### src/rtl/stream_compare_pkg.sv
// ---------------------------------------------------------------------------
// stream_compare_pkg
//   Shared types and helpers for the NCH-lane stream comparator.
//   lane_status_t carries one lane's live state from the lane to the top.
//   Its fields are sized for the widest supported configuration. Each lane
//   zero-extends its exact-width registers into it, and the top slices them
//   back down. The supported configuration is CNT_WIDTH <= MAX_CNT_WIDTH
//   and TDATA_WIDTH <= MAX_TDATA_WIDTH.
// ---------------------------------------------------------------------------
package stream_compare_pkg;

    localparam int unsigned MAX_CNT_WIDTH   = 64;
    localparam int unsigned MAX_TDATA_WIDTH = 512;

    typedef struct packed {
        logic [MAX_CNT_WIDTH-1:0]   word_cnt;   // live transfer count
        logic [MAX_CNT_WIDTH-1:0]   err_cnt;    // live mismatch count
        logic                       sticky;     // mismatch seen since clear
        logic                       halted;     // frozen by halt-on-error
        logic [MAX_CNT_WIDTH-1:0]   first_idx;  // word index of first mismatch
        logic [MAX_TDATA_WIDTH-1:0] first_xor;  // masked XOR of first mismatch
    } lane_status_t;

    // Saturating increment for a counter that is 'width' bits wide. The
    // counter is carried zero-extended in a MAX_CNT_WIDTH vector.
    function automatic logic [MAX_CNT_WIDTH-1:0] sat_inc(
        input logic [MAX_CNT_WIDTH-1:0] value,
        input int unsigned              width
    );
        logic [MAX_CNT_WIDTH-1:0] limit;
        limit = {MAX_CNT_WIDTH{1'b1}} >> (MAX_CNT_WIDTH - width);
        return (value >= limit) ? limit : value + MAX_CNT_WIDTH'(1);
    endfunction

endpackage

### src/rtl/stream_compare_lane.sv
// ---------------------------------------------------------------------------
// stream_compare_lane
//   One compare lane. It joins stream A (DUT) and stream B (expected) with a
//   common ready, compares the masked words, and keeps saturating word and
//   error counters. It also captures the first mismatch, can halt on error,
//   and produces a registered mismatch pulse.
// Ports
//   clk, aresetn        clock, synchronous active-low reset
//   a_tdata_i/tvalid_i  stream A word and valid
//   b_tdata_i/tvalid_i  stream B word and valid
//   tready_o            shared ready for A and B
//   cfg_clear_i         clear all lane state next cycle
//   cfg_trigger_en_i    enable mismatch pulses
//   cfg_halt_on_err_i   freeze lane on mismatch
//   cfg_mask_i          1 = bit compared
//   mismatch_o          registered one-cycle mismatch pulse
//   status_o            live counters, flags and first-error capture
// ---------------------------------------------------------------------------
module stream_compare_lane
    import stream_compare_pkg::*;
#(
    parameter int unsigned TDATA_WIDTH = 32,
    parameter int unsigned CNT_WIDTH   = 32
) (
    input  logic                   clk,
    input  logic                   aresetn,
    input  logic [TDATA_WIDTH-1:0] a_tdata_i,
    input  logic                   a_tvalid_i,
    input  logic [TDATA_WIDTH-1:0] b_tdata_i,
    input  logic                   b_tvalid_i,
    output logic                   tready_o,
    input  logic                   cfg_clear_i,
    input  logic                   cfg_trigger_en_i,
    input  logic                   cfg_halt_on_err_i,
    input  logic [TDATA_WIDTH-1:0] cfg_mask_i,
    output logic                   mismatch_o,
    output lane_status_t           status_o
);

    logic [CNT_WIDTH-1:0]   word_cnt_q, word_cnt_d;
    logic [CNT_WIDTH-1:0]   err_cnt_q, err_cnt_d;
    logic [CNT_WIDTH-1:0]   first_idx_q, first_idx_d;
    logic [TDATA_WIDTH-1:0] first_xor_q, first_xor_d;
    logic                   sticky_q, sticky_d;
    logic                   halted_q, halted_d;
    logic                   mismatch_q, mismatch_d;
    logic [TDATA_WIDTH-1:0] diff;
    logic                   xfer;
    logic                   mis;

    // Ready depends on both valids. This keeps A and B in lockstep without
    // buffering. It is held low in the clear cycle and during reset, so no
    // word is accepted and then lost uncounted.
    assign tready_o = a_tvalid_i & b_tvalid_i & ~halted_q & ~cfg_clear_i & aresetn;
    assign xfer     = tready_o;
    assign diff     = (a_tdata_i ^ b_tdata_i) & cfg_mask_i;
    assign mis      = xfer & (|diff);

    always_comb begin
        // NOTE: every next-state variable gets a default first; a path that
        // leaves one unassigned would infer a latch.
        word_cnt_d  = word_cnt_q;
        err_cnt_d   = err_cnt_q;
        first_idx_d = first_idx_q;
        first_xor_d = first_xor_q;
        sticky_d    = sticky_q;
        halted_d    = halted_q;
        mismatch_d  = 1'b0;
        if (cfg_clear_i) begin
            word_cnt_d  = '0;
            err_cnt_d   = '0;
            first_idx_d = '0;
            first_xor_d = '0;
            sticky_d    = 1'b0;
            halted_d    = 1'b0;
        end else begin
            if (xfer) begin
                word_cnt_d = CNT_WIDTH'(sat_inc(MAX_CNT_WIDTH'(word_cnt_q), CNT_WIDTH));
            end
            if (mis) begin
                err_cnt_d = CNT_WIDTH'(sat_inc(MAX_CNT_WIDTH'(err_cnt_q), CNT_WIDTH));
            end
            // Only the first mismatch since clear is captured. The index is
            // the count before this word is added, so it is 0-based.
            if (mis && !sticky_q) begin
                first_idx_d = word_cnt_q;
                first_xor_d = diff;
                sticky_d    = 1'b1;
            end
            // Halt is sticky until cfg_clear. Dropping cfg_halt_on_err later
            // does not release the lane.
            halted_d   = halted_q | (mis & cfg_halt_on_err_i);
            mismatch_d = mis & cfg_trigger_en_i;
        end
    end

    // NOTE: the reset is synchronous, so the sensitivity list is the clock
    // only. State is updated with non-blocking assignments so that every
    // register samples pre-edge values.
    always_ff @(posedge clk) begin
        if (!aresetn) begin
            word_cnt_q  <= '0;
            err_cnt_q   <= '0;
            first_idx_q <= '0;
            first_xor_q <= '0;
            sticky_q    <= 1'b0;
            halted_q    <= 1'b0;
            mismatch_q  <= 1'b0;
        end else begin
            word_cnt_q  <= word_cnt_d;
            err_cnt_q   <= err_cnt_d;
            first_idx_q <= first_idx_d;
            first_xor_q <= first_xor_d;
            sticky_q    <= sticky_d;
            halted_q    <= halted_d;
            mismatch_q  <= mismatch_d;
        end
    end

    assign mismatch_o = mismatch_q;

    always_comb begin
        status_o.word_cnt  = MAX_CNT_WIDTH'(word_cnt_q);
        status_o.err_cnt   = MAX_CNT_WIDTH'(err_cnt_q);
        status_o.sticky    = sticky_q;
        status_o.halted    = halted_q;
        status_o.first_idx = MAX_CNT_WIDTH'(first_idx_q);
        status_o.first_xor = MAX_TDATA_WIDTH'(first_xor_q);
    end

endmodule

### src/rtl/stream_compare_nch.sv
// ---------------------------------------------------------------------------
// stream_compare_nch
//   NCH-lane AXI-Stream comparator. Each lane compares stream A (DUT)
//   against stream B (expected) under a shared bit mask. The top fans out
//   the configuration, holds the snapshot counters and packs the lane
//   outputs.
// Ports
//   clk, aresetn                  clock, synchronous active-low reset
//   s_a_tdata/tvalid/tready       stream A, lane i at [i*TDATA_WIDTH +: TDATA_WIDTH]
//   s_b_tdata/tvalid/tready       stream B, same packing
//   cfg_clear                     pulse: clear live lane state
//   cfg_latch                     pulse: snapshot live counters (all lanes)
//   cfg_trigger_en                enable mismatch pulses
//   cfg_halt_on_err               freeze a lane on its first mismatch
//   cfg_mask                      1 = bit compared, shared by all lanes
//   mismatch / err_sticky / halted  per-lane flags
//   snap_word_count / snap_err_count  latched counters, CNT_WIDTH per lane
//   first_err_index / first_err_xor   first-mismatch capture per lane
// ---------------------------------------------------------------------------
module stream_compare_nch
    import stream_compare_pkg::*;
#(
    parameter int unsigned NCH         = 4,
    parameter int unsigned TDATA_WIDTH = 32,
    parameter int unsigned CNT_WIDTH   = 32
) (
    input  logic                       clk,
    input  logic                       aresetn,
    input  logic [NCH*TDATA_WIDTH-1:0] s_a_tdata,
    input  logic [NCH-1:0]             s_a_tvalid,
    output logic [NCH-1:0]             s_a_tready,
    input  logic [NCH*TDATA_WIDTH-1:0] s_b_tdata,
    input  logic [NCH-1:0]             s_b_tvalid,
    output logic [NCH-1:0]             s_b_tready,
    input  logic                       cfg_clear,
    input  logic                       cfg_latch,
    input  logic                       cfg_trigger_en,
    input  logic                       cfg_halt_on_err,
    input  logic [TDATA_WIDTH-1:0]     cfg_mask,
    output logic [NCH-1:0]             mismatch,
    output logic [NCH-1:0]             err_sticky,
    output logic [NCH-1:0]             halted,
    output logic [NCH*CNT_WIDTH-1:0]   snap_word_count,
    output logic [NCH*CNT_WIDTH-1:0]   snap_err_count,
    output logic [NCH*CNT_WIDTH-1:0]   first_err_index,
    output logic [NCH*TDATA_WIDTH-1:0] first_err_xor
);

    lane_status_t [NCH-1:0]            lane_status;
    logic [NCH-1:0][CNT_WIDTH-1:0]     snap_word_q, snap_word_d;
    logic [NCH-1:0][CNT_WIDTH-1:0]     snap_err_q, snap_err_d;
    logic                              lane_status_unused;

    for (genvar i = 0; i < NCH; i++) begin : g_lane
        stream_compare_lane #(
            .TDATA_WIDTH (TDATA_WIDTH),
            .CNT_WIDTH   (CNT_WIDTH)
        ) u_lane (
            .clk               (clk),
            .aresetn           (aresetn),
            .a_tdata_i         (s_a_tdata[i*TDATA_WIDTH +: TDATA_WIDTH]),
            .a_tvalid_i        (s_a_tvalid[i]),
            .b_tdata_i         (s_b_tdata[i*TDATA_WIDTH +: TDATA_WIDTH]),
            .b_tvalid_i        (s_b_tvalid[i]),
            .tready_o          (s_a_tready[i]),
            .cfg_clear_i       (cfg_clear),
            .cfg_trigger_en_i  (cfg_trigger_en),
            .cfg_halt_on_err_i (cfg_halt_on_err),
            .cfg_mask_i        (cfg_mask),
            .mismatch_o        (mismatch[i]),
            .status_o          (lane_status[i])
        );

        assign err_sticky[i] = lane_status[i].sticky;
        assign halted[i]     = lane_status[i].halted;
        assign first_err_index[i*CNT_WIDTH +: CNT_WIDTH] =
            lane_status[i].first_idx[CNT_WIDTH-1:0];
        assign first_err_xor[i*TDATA_WIDTH +: TDATA_WIDTH] =
            lane_status[i].first_xor[TDATA_WIDTH-1:0];
        assign snap_word_count[i*CNT_WIDTH +: CNT_WIDTH] = snap_word_q[i];
        assign snap_err_count[i*CNT_WIDTH +: CNT_WIDTH]  = snap_err_q[i];
    end

    // A and B share one ready per lane.
    assign s_b_tready = s_a_tready;

    // The upper bits of the max-width status fields are zero by
    // construction. They are folded here so they are visibly consumed.
    assign lane_status_unused = ^lane_status;

    // The snapshot copies the registered live counters. A transfer in the
    // latch cycle is therefore excluded. If latch and clear arrive in the
    // same cycle, the snapshot still gets the pre-clear values.
    always_comb begin
        snap_word_d = snap_word_q;
        snap_err_d  = snap_err_q;
        if (cfg_latch) begin
            for (int i = 0; i < NCH; i++) begin
                snap_word_d[i] = lane_status[i].word_cnt[CNT_WIDTH-1:0];
                snap_err_d[i]  = lane_status[i].err_cnt[CNT_WIDTH-1:0];
            end
        end
    end

    always_ff @(posedge clk) begin
        if (!aresetn) begin
            snap_word_q <= '0;
            snap_err_q  <= '0;
        end else begin
            snap_word_q <= snap_word_d;
            snap_err_q  <= snap_err_d;
        end
    end

endmodule

### config.mk
export PLATFORM = sky130hd
export DESIGN_NAME = stream_compare_nch
export DESIGN_NICKNAME = d
export VERILOG_FILES = /design/src/rtl/stream_compare_pkg.sv /design/src/rtl/stream_compare_lane.sv /design/src/rtl/stream_compare_nch.sv
export SDC_FILE = /design/constraint.sdc
export NUM_CORES = 2
export LEC_CHECK = 0
export ABC_CLOCK_PERIOD_IN_PS = 4940
export CAP_MARGIN = 20
export CORE_MARGIN = 2
export CORE_UTILIZATION = 37
export CTS_BUF_LIST = sky130_fd_sc_hd__clkbuf_16
export CTS_CLUSTER_SIZE = 10
export DETAILED_ROUTE_END_ITERATION = 12
export GPL_ROUTABILITY_DRIVEN = 0
export HOLD_SLACK_MARGIN = 0.1
export MAX_ROUTING_LAYER = met4
export PLACE_DENSITY = 0.69
export REMOVE_ABC_BUFFERS = 1
export SKIP_LAST_GASP = 1
export SLEW_MARGIN = 20
export SYNTH_ARGS = -nofsm -noshare
export SYNTH_HDL_FRONTEND = slang
export SYNTH_HIERARCHICAL = 1
export SYNTH_SLANG_ARGS = --single-unit
### constraint.sdc
create_clock -name clk -period 4.94 [get_ports clk]
set_clock_uncertainty 0.05 [all_clocks]
set_input_delay 0.741 -clock clk [delete_from_list [all_inputs] [get_ports clk]]
set_output_delay 0.741 -clock clk [all_outputs]
set_load 0.05 [all_outputs]
# --- Word-level counts from Yosys, hierarchy flattened ---
# Cells that the tools add are included.
word_totals:
  latchBits: 0
  reg_bits: 780
  out_inout_bits: 532
  mem_bits_ro: 0
  mem_bits_rw: 0
  mem_count: 0
classes:
  multipliers: 0
  n_eq_ne: 0
  div_mod_pow: 0
  add_sub_neg: 8
  shift: 0
  bitwise: 46
  reduce_logical: 13
  n_mux: 8
  order_cmp: 8
ops:
  columns: ["cell", "n"]
  rows:
  - ["32-bit by 1-bit adder with 32-bit output (second input constant)", 8]
  - ["32-bit >= comparator (second input constant)", 8]
  - ["32-bit two-way mux", 8]
  - ["32-bit bitwise AND", 4]
  - ["32-bit OR reduction", 4]
  - ["32-bit bitwise XOR", 4]
  - ["1-bit bitwise AND", 28]
  - ["1-bit inverter", 6]
  - ["1-bit logical AND", 4]
  - ["1-bit zero test", 4]
  - ["1-bit OR", 4]
  - ["2-bit OR reduction", 1]

# --- Longest topological paths before layout ---
depth:
  word_depth: 7
  mapped_depth: 9
  depth_no_buf: 8

# --- Hierarchy ---
# Netlist, hierarchy kept.
by_module_without_submodules:
  columns: ["mod", "area_each_um2", "seq_area_each_um2", "instances", "cells_each"]
  rows:
  - ["stream_compare_lane at g_lane[0].u_lane ...", 10606.4, 2622.5, 3, 1333]
  - ["stream_compare_lane at g_lane[3].u_lane", 10508.8, 2622.5, 1, 1343]
  - ["stream_compare_nch", 9980.8, 5124.9, 1, 829]

# --- Worst setup path after synthesis ---
# Ideal clock, no wire load.
synth_timing:
  path_kind: "input-to-output"
  from: "input port s_a_tvalid[0]"
  to: "output port s_b_tready[0]"
  stages: 6
  t_required_ns: 4.149
  slack_ns: 1.940
  path_buffers: 2
  arrival_ns: 2.209
  path_cell_list: "nand2_1 -> nor2_2 -> nand2_1 -> inv_2 -> clkbuf_1 -> buf_4"
synth_between:
  elab_chain_cells: 4
synth_lines:
  columns: ["element", "line_no", "source"]
  rows:
  - ["from (decl)", "stream_compare_nch.sv:30", "input logic [NCH-1:0] s_a_tvalid,"]
  - ["1-bit bitwise AND (4 in series)", "stream_compare_lane.sv:54", "assign tready_o = a_tvalid_i & b_tvalid_i & ~halted_q & ~cfg_clear_i & aresetn;"]
  - ["to (decl)", "stream_compare_nch.sv:34", "output logic [NCH-1:0] s_b_tready,"]
# Every way passes these cells.

# --- Final worst setup path ---
layout_timing:
  from: "input port cfg_mask[12]"
  to: "register g_lane[2].u_lane.first_xor_q[27]"
layout_between:
  elab_chain_cells: 4
layout_lines:
  columns: ["element", "line_no", "source"]
  rows:
  - ["from (decl)", "stream_compare_nch.sv:39", "input logic [TDATA_WIDTH-1:0] cfg_mask,"]
  - ["32-bit bitwise AND", "stream_compare_lane.sv:56", "assign diff = (a_tdata_i ^ b_tdata_i) & cfg_mask_i;"]
  - ["32-bit OR reduction", "stream_compare_lane.sv:57", "assign mis = xfer & (|diff);"]
  - ["1-bit bitwise AND", "stream_compare_lane.sv:57", null]
  - ["1-bit logical AND", "stream_compare_lane.sv:85", "if (mis && !sticky_q) begin"]
  - ["to (signal assigned)", "stream_compare_lane.sv:113", "first_xor_q <= first_xor_d;"]
  - ["to (decl)", "stream_compare_lane.sv:43", "logic [TDATA_WIDTH-1:0] first_xor_q, first_xor_d;"]
# Every way passes these cells.
# A chain may end at the register's enable or synchronous reset.

==> qor.csv <==
metric,value,unit
outcome,"complete, no violations",
post_cts_buffers,0,
setup_violations,0,
drtIter0Drc,3641,
ctsHoldBuffers,0,
coreArea,0.0935,mm^2
vias,33568,
first_pass_iters,6,
timing.rr.end,g_lane[3].u_lane/err_cnt_q[26],
final_cell_mix,"823 x clkdlybuf4s50_1, 780 x dfxtp_1, 402 x nand2_1",
overflow,0,
hold_viol,0,
crit_type,primary input to register,
power.leakage,16.0,nW
max_freq,254,MHz
ant_nets,0,
std_cell_rows,112,
die_x,312,um
swShare,0.252,
crit_arrival,4380,ps
grt_pass1_vias,31755,
cp_slowest_stage_delay,950,ps
p_switching,0.00340,W
min_to,g_lane[0].u_lane/first_idx_q[8],
slowest_stage,or4_4,
hold_class,register to register,
cts_max_level,3,
relSlewSlack,0.201,
max_slew.worst_pin.slew,1200,ps
ctsResizeCount,0,
endpoint_kind,register,
grt_max_degree,81,
via_per_inst,5.69,
yosys_warnings,6,
r2r_cells,7,
required,5380,ps
syn2layout_area_growth,33.3,%
grt_pass1_wl,210,mm
power_density,289,mW/mm^2
wire_per_inst,24.5,um
p_int,0.0101,W
start_util,0.374,
finalCritPeriodShare,0.797,
reg2reg_from,g_lane[3].u_lane/err_cnt_q[0],
drive_gt1_frac,0.0586,
syn_area_per_cell,9.06,um^2
pwr-share-clk,0.442,
critPathLaunchType,primary input,
io_buffers,833,
ir_drop,0.236,mV
grt_use_total,0.292,
cts_tree,yes,
ios,834,
rsz0062_at_grt,no,
cts_max_path_buffers,3,
clk_latency,670,ps
cts.sinks,780,
die-area,0.0971,mm^2
min_from,g_lane[0].u_lane/first_idx_q[8],
fillCellCount,8785,
layout_commonest_cell,clkdlybuf4s50_1,
min_path_cells,2,
cts_made_buffers,91,
setup_tns,0,ps
seqPwrFrac,0.470,
wl,145,mm
comb_power_share,0.088,
fin_nets,4925,
drc,0,
cts-root-buf,clkbuf_16,
syn_area,0.0350,mm^2
dp_hpwl,106,mm
fin_crit,3940,ps
dieHeight,312,um
slew_violations,0,
synth_cells,3863,
crit_fanout,41,
drv_cap,0,
postLayoutCoreUtil,0.499,
rrSetupSlack,1530,ps
path_cells,"clkdlybuf4s50_1, buf_4, a22oi_1, nand4_1, or4_4, buf_4, nand4_1, o21ai_0",
antenna_found_initial,7,
cts.clk_slew.worst_paths,50,ps
## state kept, by name (all words and copies together), names as in the netlist
register / flops
g_lane.u_lane/err_cnt_q: 128
g_lane.u_lane/first_idx_q: 128
g_lane.u_lane/first_xor_q: 128
g_lane.u_lane/halted_q: 4
g_lane.u_lane/mismatch_o: 4
g_lane.u_lane/sticky_q: 4
g_lane.u_lane/word_cnt_q: 128
snap_err_count: 128
snap_word_count: 128
## critical path: cells and delay by family
kind            cells  cell delay [ps]
compound gates      2              500
buf+inv             3             1440
simple gates        3             1600
## per-stage QoR
stage	cells	hold WS (ps)	power, W	instance area (um^2)	setup WS [ps]
global route	5900	414	0.0139	46600	1040
detailed placement	5776	390	0.00765	44100	415
floorplan	3596	397	0.00688	33200	-4100
finish	5903	394	0.0135	46700	1000
global placement	5776	385	0.00765	44100	425
CTS	5898	398	0.0136	46600	1100
## power by group through the flow
stage / Clock (W) / Sequential, W / Combinational [W]
floorplan: 0 / 0.00654 / 0.000339
global placement: 0 / 0.00648 / 0.00117
detailed placement: 0 / 0.00648 / 0.00117
CTS: 0.00607 / 0.00634 / 0.00118
global route: 0.00632 / 0.00634 / 0.00123
finish: 0.00597 / 0.00634 / 0.00119
## worst max path at each step
| stage | from | end | cells past startpoint |
|---|---|---|---|
| global route | cfg_mask[12] | g_lane[2].u_lane/first_xor_q[27] | 8 |
| detailed placement | cfg_mask[12] | g_lane[2].u_lane/first_xor_q[12] | 8 |
| floorplan | cfg_clear | g_lane[3].u_lane/first_idx_q[0] | 6 |
| CTS | cfg_mask[12] | g_lane[2].u_lane/first_xor_q[27] | 8 |
| finish | cfg_mask[12] | g_lane[2].u_lane/first_xor_q[27] | 8 |
| global placement | cfg_mask[12] | g_lane[2].u_lane/first_xor_q[27] | 8 |
## routing by layer
| layer | global-route usage | part of all wire | up-vias |
|---|---|---|---|
| met1 | 0.346 | 0.40 | 16125 |
| li1 | - | - | 15378 |
| met4 | 0.136 | 0.051 | 0 |
| met5 | - | 0 | - |
| met2 | 0.474 | 0.47 | 1713 |
| met3 | 0.0597 | 0.079 | 352 |
## final cells by class
type	instances	area, um^2	area share
antenna	5	12.5	0.000268
clock buffer	92	2300	0.0493
clock inverter	30	204	0.00437
inverter	37	139	0.00298
multi-input combinational	2779	17600	0.377
sequential	780	15600	0.335
tap	1254	1570	0.0336
timing repair buffer	926	9210	0.197
(Power assumes the default switching activity.)
